<file path="src/rtl/led_pwm_pkg.sv">
// led_pwm_pkg: shared constants, types and
// the duty compare used by every LED channel.
package led_pwm_pkg;

  localparam int PWM_BITS       = 8;
  localparam int NUM_CH_DEFAULT = 8;
  localparam int ADDR_BITS      = 3;

  typedef logic [PWM_BITS-1:0] duty_t;

  localparam duty_t DUTY_OFF  = 8'd0;
  localparam duty_t DUTY_FULL = 8'd255;

  typedef enum logic {
    ST_IDLE = 1'b0,
    ST_ACK  = 1'b1
  } wr_state_e;

  typedef struct packed {
    logic [ADDR_BITS-1:0] addr;
    duty_t                data;
  } duty_wr_t;

  // Full scale is forced on: cnt < 255 alone
  // would drop the last slot of the period.
  function automatic logic pwm_on(
    input duty_t cnt,
    input duty_t duty
  );
    logic on;
    on = 1'b0;
    unique case (1'b1)
      (duty == DUTY_OFF):  on = 1'b0;
      (duty == DUTY_FULL): on = 1'b1;
      default:             on = (cnt < duty);
    endcase
    return on;
  endfunction

endpackage

</file>
<file path="src/rtl/led_pwm_driver_if.sv">
// led_pwm_driver_if: duty-write handshake
// between the LED register host and the driver.
interface led_pwm_driver_if;
  import led_pwm_pkg::*;

  logic                 wr_en;
  logic [ADDR_BITS-1:0] wr_addr;
  duty_t                wr_data;
  logic                 wr_ack;

  modport master (
    output wr_en,
    output wr_addr,
    output wr_data,
    input  wr_ack
  );

  modport slave (
    input  wr_en,
    input  wr_addr,
    input  wr_data,
    output wr_ack
  );

endinterface

</file>
<file path="src/rtl/pwm_channel.sv">
// pwm_channel: one LED lane with pending and
// active duty plus the registered output gate.
module pwm_channel
  import led_pwm_pkg::*;
(
  input  logic  clk,
  input  logic  rst_n,
  input  logic  wr_en,
  input  duty_t wr_data,
  input  logic  load,
  input  duty_t cnt,
  input  logic  led_in,
  output logic  led_out
);

  duty_t pend_q, pend_d;
  duty_t act_q, act_d;
  logic  led_q, led_d;

  // act takes pend_q, so a write landing on
  // the wrap edge only shows up next period.
  always_comb begin
    pend_d = pend_q;
    act_d  = act_q;
    if (load) begin
      act_d = pend_q;
    end
    if (wr_en) begin
      pend_d = wr_data;
    end
    led_d = led_in & pwm_on(cnt, act_q);
  end

  always_ff @(posedge clk or negedge rst_n) begin
    if (!rst_n) begin
      pend_q <= DUTY_OFF;
      act_q  <= DUTY_OFF;
      led_q  <= 1'b0;
    end else begin
      pend_q <= pend_d;
      act_q  <= act_d;
      led_q  <= led_d;
    end
  end

  assign led_out = led_q;

endmodule

</file>
<file path="src/rtl/led_pwm_driver.sv">
// led_pwm_driver: prescaled 8-bit PWM for a
// bank of LEDs with period-aligned duty updates.
module led_pwm_driver
  import led_pwm_pkg::*;
#(
  parameter int PRESCALE = 24,
  parameter int NUM_CH   = NUM_CH_DEFAULT
) (
  input  logic              clk,
  input  logic              rst_n,
  input  logic [NUM_CH-1:0] led_in,
  led_pwm_driver_if.slave   bus,
  output logic              period_start,
  output logic [NUM_CH-1:0] led_out
);

  localparam int PW =
    (PRESCALE > 1) ? $clog2(PRESCALE) : 1;
  localparam logic [PW-1:0] PRE_MAX =
    PW'(PRESCALE - 1);
  localparam duty_t CNT_MAX = '1;

  logic [PW-1:0] pre_q, pre_d;
  duty_t         cnt_q, cnt_d;
  logic          ps_q, ps_d;
  wr_state_e     st_q, st_d;
  logic          ack_q, ack_d;

  logic              tick;
  logic              wrap;
  logic              accept;
  duty_wr_t          req;
  logic [NUM_CH-1:0] ch_we;

  assign req  = '{addr: bus.wr_addr,
                  data: bus.wr_data};
  assign tick = (pre_q == PRE_MAX);
  assign wrap = tick && (cnt_q == CNT_MAX);

  always_comb begin
    pre_d = tick ? '0 : pre_q + PW'(1);
    cnt_d = tick ? cnt_q + duty_t'(1) : cnt_q;
    ps_d  = wrap;
  end

  // ACK burns one cycle, capping accepts at
  // one write every two cycles.
  always_comb begin
    st_d   = st_q;
    ack_d  = 1'b0;
    accept = 1'b0;
    unique case (st_q)
      ST_IDLE: begin
        if (bus.wr_en) begin
          accept = 1'b1;
          ack_d  = 1'b1;
          st_d   = ST_ACK;
        end
      end
      ST_ACK: begin
        st_d = ST_IDLE;
      end
    endcase
  end

  always_ff @(posedge clk or negedge rst_n) begin
    if (!rst_n) begin
      pre_q <= '0;
      cnt_q <= '0;
      ps_q  <= 1'b0;
      st_q  <= ST_IDLE;
      ack_q <= 1'b0;
    end else begin
      pre_q <= pre_d;
      cnt_q <= cnt_d;
      ps_q  <= ps_d;
      st_q  <= st_d;
      ack_q <= ack_d;
    end
  end

  for (genvar g = 0; g < NUM_CH; g++) begin : g_ch
    assign ch_we[g] =
      accept && (int'(req.addr) == g);

    pwm_channel u_ch (
      .clk     (clk),
      .rst_n   (rst_n),
      .wr_en   (ch_we[g]),
      .wr_data (req.data),
      .load    (wrap),
      .cnt     (cnt_q),
      .led_in  (led_in[g]),
      .led_out (led_out[g])
    );
  end

  assign bus.wr_ack   = ack_q;
  assign period_start = ps_q;

endmodule

</file>
<file path="src/flat_wrapper.sv">
// flat-port wrapper written by rule: the top's interface ports become plain ports
module led_pwm_driver_flat import led_pwm_pkg::*;
#(
  parameter int PRESCALE = 24,
  parameter int NUM_CH   = NUM_CH_DEFAULT
)
  (clk, rst_n, led_in, period_start, led_out, bus_wr_en, bus_wr_addr, bus_wr_data, bus_wr_ack);
  led_pwm_driver_if bus_i ();
  input  logic clk;
  input  logic rst_n;
  input  logic [NUM_CH-1:0] led_in;
  output logic period_start;
  output logic [NUM_CH-1:0] led_out;
  input wire logic [$bits(bus_i.wr_en)-1:0] bus_wr_en;
  input wire logic [$bits(bus_i.wr_addr)-1:0] bus_wr_addr;
  input wire logic [$bits(bus_i.wr_data)-1:0] bus_wr_data;
  output wire logic [$bits(bus_i.wr_ack)-1:0] bus_wr_ack;
  assign bus_i.wr_en = bus_wr_en;
  assign bus_i.wr_addr = bus_wr_addr;
  assign bus_i.wr_data = bus_wr_data;
  assign bus_wr_ack = bus_i.wr_ack;
  led_pwm_driver #(.PRESCALE(PRESCALE), .NUM_CH(NUM_CH)) u_core (.clk(clk), .rst_n(rst_n), .led_in(led_in), .bus(bus_i), .period_start(period_start), .led_out(led_out));
endmodule
</file>
<file path="config.mk">
export PLATFORM = sky130hd
export DESIGN_NAME = led_pwm_driver_flat
export DESIGN_NICKNAME = d
export VERILOG_FILES = /design/src/rtl/led_pwm_pkg.sv /design/src/rtl/led_pwm_driver_if.sv /design/src/rtl/pwm_channel.sv /design/src/rtl/led_pwm_driver.sv /design/src/flat_wrapper.sv
export SDC_FILE = /design/constraint.sdc
export NUM_CORES = 1
export LEC_CHECK = 0
export ABC_AREA = 1
export BUFFER_PORTS_ARGS = -buffer_cell sky130_fd_sc_hd__buf_4
export CAP_MARGIN = 20
export CORE_ASPECT_RATIO = 0.9
export CORE_MARGIN = 5
export CORE_UTILIZATION = 65
export CTS_CLUSTER_SIZE = 10
export DETAILED_ROUTE_END_ITERATION = 6
export PLACE_DENSITY = 0.83
export SYNTH_ARGS = -nofsm -noshare
export SYNTH_HDL_FRONTEND = slang
export SYNTH_SLANG_ARGS = --single-unit
</file>
<file path="constraint.sdc">
create_clock -name clk -period 3.4 [get_ports clk]
set_input_delay 1.02 -clock clk [delete_from_list [all_inputs] [get_ports clk]]
set_output_delay 1.02 -clock clk [all_outputs]
set_load 0.03 [all_outputs]
</file>
Word level (Yosys, flattened, before mapping) --
Cells that the tools add are included. W data, S select, Z words.
Storage, ports and cells: flip-flop bits (word level) 152, logic and storage cells 95
Cells by class: $add $sub $neg 2, order comparisons 8, equality and inequality tests 17, multiplexer cells 12, bitwise logic cells 9, reductions and logical operators 18
Operator list (number):
- $eq A8 B8 Y1 const B | 9
- $logic_not A8 Y1 | 8
- $lt A8 B8 Y1 | 8
- $pmux W1 S2 | 9
- $eq A3 B3 Y1 const B | 4
- $logic_and A1 B1 Y1 | 9
- $add A8 B1 Y8 const B | 1
- $and A1 B1 Y1 | 8
- $eq A3 B2 Y1 const B | 2
- $add A5 B1 Y5 const B | 1
- $eq A5 B5 Y1 const B | 1
- $mux W5 | 1
- $eq A3 B1 Y1 const B | 1
- $logic_not A3 Y1 | 1
- $mux W1 | 2
- $not A1 Y1 | 1

Depth between registers and ports, before layout --
Gate-level depths: netlist of run 1.
depth in word-level cells 3, mapped depth 11

Modules after synthesis --
From an unflattened synthesis of run 1, not the netlist that was laid out.
Second synthesis, totals: cell total of the unflattened synthesis 794, area total of the unflattened synthesis 7556.0 um^2
By module, submodules not included:
- pwm_channel | instances 8, cells each 88, area an instance 848.3 um^2, seq. area each 425.4 um^2
- led_pwm_driver | instances 1, cells each 90, area an instance 769.5 um^2, seq. area each 375.4 um^2

Worst setup path after synthesis of run 1 --
No wires, ideal clock.
path kind input -> register, start input port bus_wr_en, end register u_core.g_ch[5].u_ch.pend_q[5], arrival 1.840 ns, slack 1.434 ns, stages 6, buffers on the path 1, path through inv_1 nor2_1 nand2_1 nor2_1 buf_2 o21ai_0
On the way: cells in the longest elaborated chain, start to end 3
RTL lines:
- start: declaration | line flat_wrapper.sv:14 | input wire logic [$bits(bus_i.wr_en)-1:0] bus_wr_en;
- $mux W1 | line led_pwm_driver.sv:54 | if (bus.wr_en) begin
- $mux W1 | line led_pwm_driver.sv:52 | unique case (st_q)
- named net u_core.accept | line led_pwm_driver.sv:31 | logic accept;
- $logic_and A1 B1 Y1 | line led_pwm_driver.sv:84 | accept && (int'(req.addr) == g);
- end signal: assignment | line pwm_channel.sv:40 | pend_q <= pend_d;
- end: declaration | line pwm_channel.sv:16 | duty_t pend_q, pend_d;
The timed path passes the listed nets, and every way through them passes these cells. A chain may end at the register's enable or synchronous reset.

Worst setup path in the final report of run 1 --
start register u_core.cnt_q[4], end register u_core.g_ch[0].u_ch.act_q[2]
On the way: cells in the longest elaborated chain, start to end 2
RTL lines:
- start: declaration | line led_pwm_driver.sv:24 | duty_t cnt_q, cnt_d;
- start signal: assignment | line led_pwm_driver.sv:75 | cnt_q <= cnt_d;
- $eq A8 B8 Y1 | line led_pwm_driver.sv:38 | assign wrap = tick && (cnt_q == CNT_MAX);
- $logic_and A1 B1 Y1 | line led_pwm_driver.sv:38
- end signal: assignment | line pwm_channel.sv:41 | act_q <= act_d;
- end: declaration | line pwm_channel.sv:17 | duty_t act_q, act_d;
No other way between the ends.

==> results of run 1 <==
## per-stage QoR
stage          power, mW  utilization, %  instance area, um2
3_3_place_gp        2.32            69.7                8060
4_1_cts             4.24            74.8                8660
5_1_grt             4.39            74.8                8660
2_1_floorplan       2.20               -                7750
6_report            4.22            74.8                8660
3_5_place_dp        2.34            69.7                8060
## synthesized netlist by cell type, types with 2 or more instances
cell type	instances	share of area, %
nand2_1	281	14
dfrtp_1	151	49
inv_1	142	6.9
o21ai_0	97	6.3
nor2_1	59	2.9
ha_1	58	9.4
o21ai_2	29	3.3
a21oi_1	25	1.6
clkbuf_1	10	0.48
nor4_1	9	0.73
buf_4	8	0.77
nor3_1	8	0.52
xor2_1	7	0.79
buf_2	6	0.39
nand3_1	6	0.39
o21bai_1	6	0.58
buf_6	3	0.44
a21boi_0	2	0.19
buf_12	2	0.52
nand4_1	2	0.16
nor2_4	2	0.29
nor3_2	2	0.26
## cells by family (layout without fill, tap and decap cells)
group	Yosys count	in the layout	share of synthesized area [%]
AO/OA/AOI/OAI	159	159	11.9
XOR/XNOR	7	7	0.791
adder cells (fa/ha/maj)	58	58	9.36
buffers and inverters	173	214	9.63
flip-flops	151	151	48.7
AND/OR/NAND/NOR	375	375	19.6
## power by group through the flow
stage               registers (mW)  logic, mW  clock network, mW
floorplan                     2.06      0.146                  0
global placement              2.07      0.251                  0
detailed placement            2.07      0.266                  0
CTS                           2.05      0.271               1.92
global route                  2.07      0.316               2.01
finish                        2.05      0.268               1.90
## layout make-up
cell class,count,area share [%]
Timing Repair Buffer,38,3.63
Sequential cell,151,43.6
Clock buffer,19,5.11
Inverter,144,6.30
Clock inverter,13,1.78
Tap cell,156,2.25
Multi-Input combinational cell,599,37.3
## cell usage in the layout, fill, tap and decap left out, drive strengths merged
master      n
nand2     283
dfrtp     151
inv       144
o21ai     126
nor2       61
ha         58
buf        38
a21oi      25
clkbuf     19
nor3       10
nor4        9
nand3       8
xor2        7
o21bai      6
clkinv      6
clkinvlp    4
bufinv      3
a21boi      2
nand4       2
and3b       1
and3        1
## how the worst max path moves through the flow
| stage | cells past startpoint | start | end |
|---|---|---|---|
| 3_5_place_dp | 6 | bus_wr_en | u_core.g_ch[7].u_ch.pend_q[6] |
| 3_3_place_gp | 6 | bus_wr_en | u_core.g_ch[5].u_ch.pend_q[1] |
| 5_1_grt | 9 | u_core.cnt_q[4] | u_core.g_ch[3].u_ch.act_q[7] |
| 4_1_cts | 8 | u_core.cnt_q[4] | u_core.g_ch[0].u_ch.act_q[2] |
| 2_1_floorplan | 6 | bus_wr_en | u_core.g_ch[5].u_ch.pend_q[5] |
| 6_report | 8 | u_core.cnt_q[4] | u_core.g_ch[0].u_ch.act_q[2] |
## worst reg2reg max path: cells and delay by family, from the launching register on
family / cells / cell delay (ns)
buffers and inverters: 2 / 0.43
AOI/OAI and AO/OA: 1 / 0.19
DFF: 1 / 0.83
and+or+nand+nor: 5 / 0.63
## metal layers
metal  up-vias  track usage (%)  routed length, um
li1       2957                -                  -
met1      2733             33.4               7530
met2       120             40.4               7790
met3        40             5.62                765
met4         0             10.2                469
met5         -                0                  0
## state kept, by name (all words and copies together), names as in the netlist
register	cells
u_core.g_ch.u_ch.act_q	64
u_core.g_ch.u_ch.pend_q	64
u_core.cnt_q	8
u_core.g_ch.u_ch.led_out	8
u_core.pre_q	5
u_core.bus.wr_ack	1
u_core.period_start	1
==> metrics.txt, run 1 <==
# TYPE chip_impl_metric gauge
chip_impl_metric{name="netlist_area",unit="um2"} 7750
chip_impl_metric{name="post_route_worst_setup_slack",unit="ns"} 1.19
chip_impl_metric{name="num_rows",unit=""} 37
chip_impl_metric{name="register_area",unit="um2"} 3780
chip_impl_metric{name="antenna_found_initial",unit=""} 0
chip_impl_metric{name="cp_max_fo",unit=""} 76
chip_impl_metric{name="netlist-cell-type-count",unit=""} 30
chip_impl_metric{name="io_buffer_count",unit=""} 31
chip_impl_metric{name="n_antenna_cell",unit=""} 0
chip_impl_metric{name="worst_path_largest_cell_delay",unit="ns"} 0.83
chip_impl_metric{name="timing.reg2reg.setup_slack",unit="ns"} 1.19
chip_impl_metric{name="switching_share",unit="%"} 23.5
chip_impl_metric{name="async_flop_share",unit="%"} 100
chip_impl_metric{name="fmaxAchievable",unit="GHz"} 0.452
chip_impl_metric{name="cts_num_sinks",unit=""} 151
chip_impl_info{name="min-delay-path-class",value="register to register"} 1
chip_impl_metric{name="number_of_nets_in_the_synthesized_netlist",unit=""} 1003
chip_impl_metric{name="fin_setup_tns",unit="ns"} 0
chip_impl_metric{name="final.period_utilization",unit="%"} 65.0
chip_impl_metric{name="timing.final.crit_period",unit="ns"} 2.21
chip_impl_metric{name="cts_max_path_buffers",unit=""} 2
chip_impl_metric{name="vias_per_cell",unit=""} 5.22
chip_impl_metric{name="fin_cells",unit=""} 1120
chip_impl_metric{name="final_nets",unit=""} 1031
chip_impl_metric{name="synth_seq_area_share",unit="%"} 48.7
chip_impl_metric{name="first_pass_grt_wire_length",unit="um"} 28100
chip_impl_metric{name="clk_pin_slew",unit="ns"} 0.06
chip_impl_metric{name="synth_area_per_cell",unit="um2"} 8.40
chip_impl_metric{name="grt_max_degree",unit=""} 77
chip_impl_metric{name="setup_viol",unit=""} 0
chip_impl_metric{name="post-route-drc-count",unit=""} 0
chip_impl_metric{name="area_growth_syn_to_layout",unit="%"} 11.7
chip_impl_info{name="timing.critical_path.cells",value="nand2_1, inv_1, nand2_1, nor2_1, nand2_1, nor2_4, buf_12, o21ai_0"} 1
chip_impl_info{name="worstHoldStart",value="u_core.pre_q[0]"} 1
chip_impl_info{name="outcome",value="finished, final reports clean"} 1
chip_impl_metric{name="worst_ep_required_time",unit="ns"} 3.68
chip_impl_metric{name="power.clock.fraction",unit="%"} 45.1
chip_impl_metric{name="timing.max_cap.violations",unit=""} 0
chip_impl_info{name="critical_path.slowest_cell",value="dfrtp_1"} 1
chip_impl_info{name="critical_path.reg2reg.startpoint",value="u_core.cnt_q[4]"} 1
chip_impl_metric{name="cts_resized",unit=""} 0
chip_impl_metric{name="syn_inst",unit=""} 923
chip_impl_metric{name="wire_per_inst",unit="um"} 14.8
chip_impl_metric{name="dp_worst_setup_slack",unit="ns"} 0.887
chip_impl_metric{name="die_y",unit="um"} 114
chip_impl_metric{name="worst_skew_pair.late_latency",unit="ns"} 0.43
chip_impl_metric{name="filler_cell_count",unit=""} 882
chip_impl_metric{name="tritoncts.num_buffers",unit=""} 17
chip_impl_metric{name="totalWireLength",unit="um"} 16600
chip_impl_metric{name="internal_power",unit="mW"} 3.23
chip_impl_metric{name="synth.ff_latch_count",unit=""} 151
chip_impl_info{name="critPathKind",value="register to register"} 1
chip_impl_metric{name="detailedPlacementHpwl",unit="um"} 10800
chip_impl_metric{name="worstPathArrival",unit="ns"} 2.49
chip_impl_metric{name="ctsHoldBuffers",unit=""} 0
chip_impl_metric{name="overflow",unit=""} 0
chip_impl_metric{name="netSwitchingPower",unit="uW"} 991
chip_impl_info{name="cpMostUsedCell",value="nand2_1"} 1
chip_impl_metric{name="whs_path_depth",unit=""} 1
chip_impl_metric{name="postCtsSetupBuffers",unit=""} 0
chip_impl_metric{name="num_vias",unit=""} 5850
chip_impl_info{name="rr_endpoint",value="u_core.g_ch[0].u_ch.act_q[2]"} 1
chip_impl_info{name="synth_top_flop_cell",value="dfrtp_1"} 1
chip_impl_info{name="worstSetupEndpointType",value="register"} 1
chip_impl_metric{name="hold-worst-slack",unit="ns"} 0.454
chip_impl_metric{name="number_of_violations_reported_at_the_end_of_detailed_routing_iteration_0",unit=""} 483
chip_impl_metric{name="grt_usage",unit="%"} 25.1
chip_impl_metric{name="power.leakage",unit="nW"} 4.44
chip_impl_metric{name="worst-slew-pin-transition",unit="ns"} 0.846
chip_impl_metric{name="detail_route.first_pass.iterations",unit=""} 5
chip_impl_info{name="path_delay_family",value="flip-flops"} 1
chip_impl_metric{name="post-place-cells",unit=""} 1088
chip_impl_info{name="worst_setup_path_start_kind",value="register"} 1
chip_impl_info{name="clock_tree_from_tritoncts",value="yes"} 1
chip_impl_metric{name="final_slew_violations",unit=""} 0
chip_impl_metric{name="multi_input_comb_area",unit="um2"} 3230
chip_impl_metric{name="io_pins",unit=""} 32
chip_impl_metric{name="vdd_ir_max",unit="V"} 0.000413
chip_impl_metric{name="gpl.final_weighted_congestion",unit=""} 0.827
chip_impl_metric{name="sequential_power_share",unit="%"} 48.5
chip_impl_metric{name="fin_worst_skew",unit="ns"} 0.00848
chip_impl_metric{name="core_region_area",unit="um2"} 11600
chip_impl_metric{name="combinationalPowerShare",unit="%"} 6.3
chip_impl_metric{name="power_per_cell_area",unit="nW/um2"} 487
chip_impl_info{name="setup_repair_after_global_routing_missed_its_margin",value="no"} 1
chip_impl_metric{name="initial_core_util",unit="%"} 67.0
chip_impl_metric{name="max_slew_margin",unit="%"} 43.4
chip_impl_metric{name="worstRegToRegCells",unit=""} 8
chip_impl_metric{name="die_area",unit="um2"} 14200
chip_impl_metric{name="first_global_vias",unit=""} 5799
chip_impl_metric{name="synth_edf_count",unit=""} 0
chip_impl_metric{name="die-width",unit="um"} 125
chip_impl_metric{name="finalHoldViolCount",unit=""} 0
chip_impl_info{name="clock_tree_root",value="clkbuf_16"} 1
chip_impl_metric{name="cts_htree_levels",unit=""} 4
chip_impl_info{name="min_to",value="u_core.pre_q[0]"} 1
chip_impl_metric{name="synth_warnings",unit=""} 0
chip_impl_metric{name="post_route_cells_drive_above_1_share",unit="%"} 11.1
chip_impl_metric{name="cp_num_buf_inv",unit=""} 2
chip_impl_metric{name="ant_nets",unit=""} 0
No activity file was read; power rests on OpenSTA's default activity.
==> inputs of run 2 (changes only) <==
CORE_UTILIZATION = 56   (was 65)
PLACE_DENSITY = 0.76   (was 0.83)
clock period = 1.9 ns   (was 3.4 ns; I/O delays follow)
==> run 2 against run 1 <==
  * Clock-buffer cell count is the same
  * Wire length grew 3.0%
  * Clock skew shrank 0.00099 ns
  * Critical path type unchanged
==> metrics.txt, run 2 (synthesis results as in run 1) <==
# TYPE chip_impl_metric gauge
chip_impl_metric{name="worst_ep_required_time",unit="ns"} 2.23
chip_impl_metric{name="worstPathArrival",unit="ns"} 2.11
chip_impl_metric{name="final_nets",unit=""} 1051
chip_impl_metric{name="area_growth_syn_to_layout",unit="%"} 14.3
chip_impl_metric{name="fmaxAchievable",unit="GHz"} 0.562
chip_impl_metric{name="vdd_ir_max",unit="V"} 0.000788
chip_impl_metric{name="grt_max_degree",unit=""} 53
chip_impl_metric{name="grt_usage",unit="%"} 22.9
chip_impl_metric{name="io_pins",unit=""} 32
chip_impl_info{name="largest_registers",value="u_core.g_ch.u_ch.act_q x64, u_core.g_ch.u_ch.pend_q x64"} 1
chip_impl_metric{name="overflow",unit=""} 0
chip_impl_metric{name="wire_per_inst",unit="um"} 14.8
chip_impl_metric{name="worst_skew_pair.late_latency",unit="ns"} 0.42
chip_impl_metric{name="die_y",unit="um"} 122
chip_impl_metric{name="power.leakage",unit="nW"} 4.55
chip_impl_metric{name="die_area",unit="um2"} 16300
chip_impl_info{name="clock_tree_from_tritoncts",value="yes"} 1
chip_impl_metric{name="power.total",unit="mW"} 7.55
chip_impl_metric{name="gpl.final_weighted_congestion",unit=""} 0.858
chip_impl_metric{name="post_route_cells_drive_above_1_share",unit="%"} 12.9
chip_impl_info{name="critical_path.reg2reg.startpoint",value="u_core.cnt_q[3]"} 1
chip_impl_metric{name="die-width",unit="um"} 134
chip_impl_metric{name="totalWireLength",unit="um"} 17000
chip_impl_metric{name="number_of_violations_reported_at_the_end_of_detailed_routing_iteration_0",unit=""} 455
chip_impl_metric{name="final.period_utilization",unit="%"} 93.7
chip_impl_metric{name="postCtsSetupBuffers",unit=""} 0
chip_impl_metric{name="num_rows",unit=""} 40
chip_impl_info{name="worstSetupStartpoint",value="u_core.cnt_q[3]"} 1
chip_impl_metric{name="clk_pin_slew",unit="ns"} 0.06
chip_impl_metric{name="worst_path_largest_cell_delay",unit="ns"} 0.52
chip_impl_info{name="mostFrequentLayoutCells",value="nand2_1 (281), dfrtp_1 (151), inv_1 (142)"} 1
chip_impl_metric{name="cts_resized",unit=""} 0
chip_impl_info{name="worst_setup_path_start_kind",value="register"} 1
chip_impl_metric{name="n_antenna_cell",unit=""} 0
chip_impl_info{name="worstSetupEndpointType",value="register"} 1
chip_impl_metric{name="power_per_cell_area",unit="nW/um2"} 852
chip_impl_metric{name="cp_max_fo",unit=""} 43
chip_impl_metric{name="io_buffer_count",unit=""} 31
chip_impl_info{name="min-delay-path-class",value="input port to asynchronous set/reset pin"} 1
chip_impl_metric{name="detailedPlacementHpwl",unit="um"} 12100
chip_impl_metric{name="antenna_found_initial",unit=""} 0
chip_impl_info{name="layout_commonest_cell",value="nand2_1"} 1
chip_impl_metric{name="tritoncts.num_buffers",unit=""} 17
chip_impl_info{name="critical_path.slowest_cell",value="dfrtp_1"} 1
chip_impl_info{name="critPathKind",value="register to register"} 1
chip_impl_metric{name="setup_viol",unit=""} 0
chip_impl_metric{name="initial_core_util",unit="%"} 57.6
chip_impl_info{name="timing.critical_path.cells",value="nand2_1, inv_1, nand2_1, nor2_1, nand2_1, nor2_4, buf_12, nand2_1, o21ai_0"} 1
chip_impl_metric{name="first_pass_grt_wire_length",unit="um"} 29300
chip_impl_metric{name="ant_nets",unit=""} 0
chip_impl_metric{name="detail_route.first_pass.iterations",unit=""} 5
chip_impl_metric{name="cts_htree_levels",unit=""} 4
chip_impl_metric{name="cts_max_path_buffers",unit=""} 2
chip_impl_metric{name="core_region_area",unit="um2"} 13500
chip_impl_info{name="setup_repair_after_global_routing_missed_its_margin",value="yes"} 1
chip_impl_metric{name="final_slew_violations",unit=""} 0
chip_impl_metric{name="max_slew_margin",unit="%"} 68.7
chip_impl_metric{name="timing.final.crit_period",unit="ns"} 1.78
chip_impl_metric{name="timing.max_cap.violations",unit=""} 0
chip_impl_metric{name="fin_worst_skew",unit="ns"} 0.00749
chip_impl_metric{name="hold-worst-slack",unit="ns"} 0.0820
chip_impl_metric{name="post-route-drc-count",unit=""} 0
chip_impl_metric{name="vias_per_cell",unit=""} 5.14
chip_impl_metric{name="finalHoldViolCount",unit=""} 0
chip_impl_metric{name="cts_num_sinks",unit=""} 151
chip_impl_metric{name="final_util",unit="%"} 65.8
chip_impl_metric{name="worst-slew-pin-transition",unit="ns"} 0.468
chip_impl_info{name="outcome",value="finished, final reports clean"} 1
chip_impl_metric{name="num_vias",unit=""} 5915
chip_impl_info{name="cpMostUsedCell",value="nand2_1"} 1
chip_impl_metric{name="first_global_vias",unit=""} 5871
chip_impl_metric{name="ctsHoldBuffers",unit=""} 0
chip_impl_info{name="clock_tree_root",value="clkbuf_16"} 1
==> run 2: cell types whose count changed in the layout (fill, tap and decap cells not counted), sizes merged <==
cell      previous run  this run
buf                 38        58
clkinv               6         7
clkinvlp             4         3
inv                144       143
==> run 2: per-layer routing <==
layer | global-route usage (%) | wire length (um) | vias up
met4 | 6.87 | 283 | 0
met3 | 4.95 | 844 | 27
met2 | 36.0 | 7790 | 150
met5 | 0 | 0 | -
li1 | - | - | 2987
met1 | 32.2 | 8130 | 2751
==> run 2: through the flow <==
stage	setup slack, ns	std cells	setup TNS (ns)	area, um2
2_1_floorplan	0.343	923	0	7750
3_3_place_gp	0.276	1120	0	8270
3_5_place_dp	0.195	1120	0	8270
4_1_cts	0.120	1151	0	8860
5_1_grt	-0.0123	1151	-0.0123	8860
6_report	0.120	1151	0	8860
==> run 2: layout make-up <==
cell class              count  area (um2)
fillers                  1104        4600
clock inverters            12         154
flip-flops and latches    151        3780
inverters                 144         546
clock buffers              19         443
multi-input cells         599        3230
repair buffers             58         502
well taps                 168         210
==> run 2: report_power, final <==
group / leakage (nW) / switching (mW) / internal, mW / total (mW)
combinational: 2.27 / 0.302 / 0.177 / 0.479
sequential: 2.00 / 0.139 / 3.52 / 3.66
clock: 0.285 / 1.32 / 2.09 / 3.41
total: 4.55 / 1.76 / 5.79 / 7.55
==> run 2: worst paths after layout <==
kind / cells after the start / endpoint / slack (ns)
min in group clk: 3 / u_core.g_ch[7].u_ch.led_out / 0.36
min: 1 / u_core.g_ch[5].u_ch.led_out / 0.08
max reg2reg: 9 / u_core.g_ch[0].u_ch.act_q[5] / 0.12
max in group asynchronous: 2 / u_core.g_ch[4].u_ch.act_q[5] / 1.23
max: 9 / u_core.g_ch[0].u_ch.act_q[5] / 0.12
min reg2reg: 1 / u_core.pre_q[0] / 0.48
==> run 2: critical path: cells and delay by family (launching register included) <==
family / cells / cell delay, ns
AND/OR/NAND/NOR: 6 / 0.73
flip-flops: 1 / 0.52
buffers and inverters: 2 / 0.32
AO/OA/AOI/OAI: 1 / 0.10
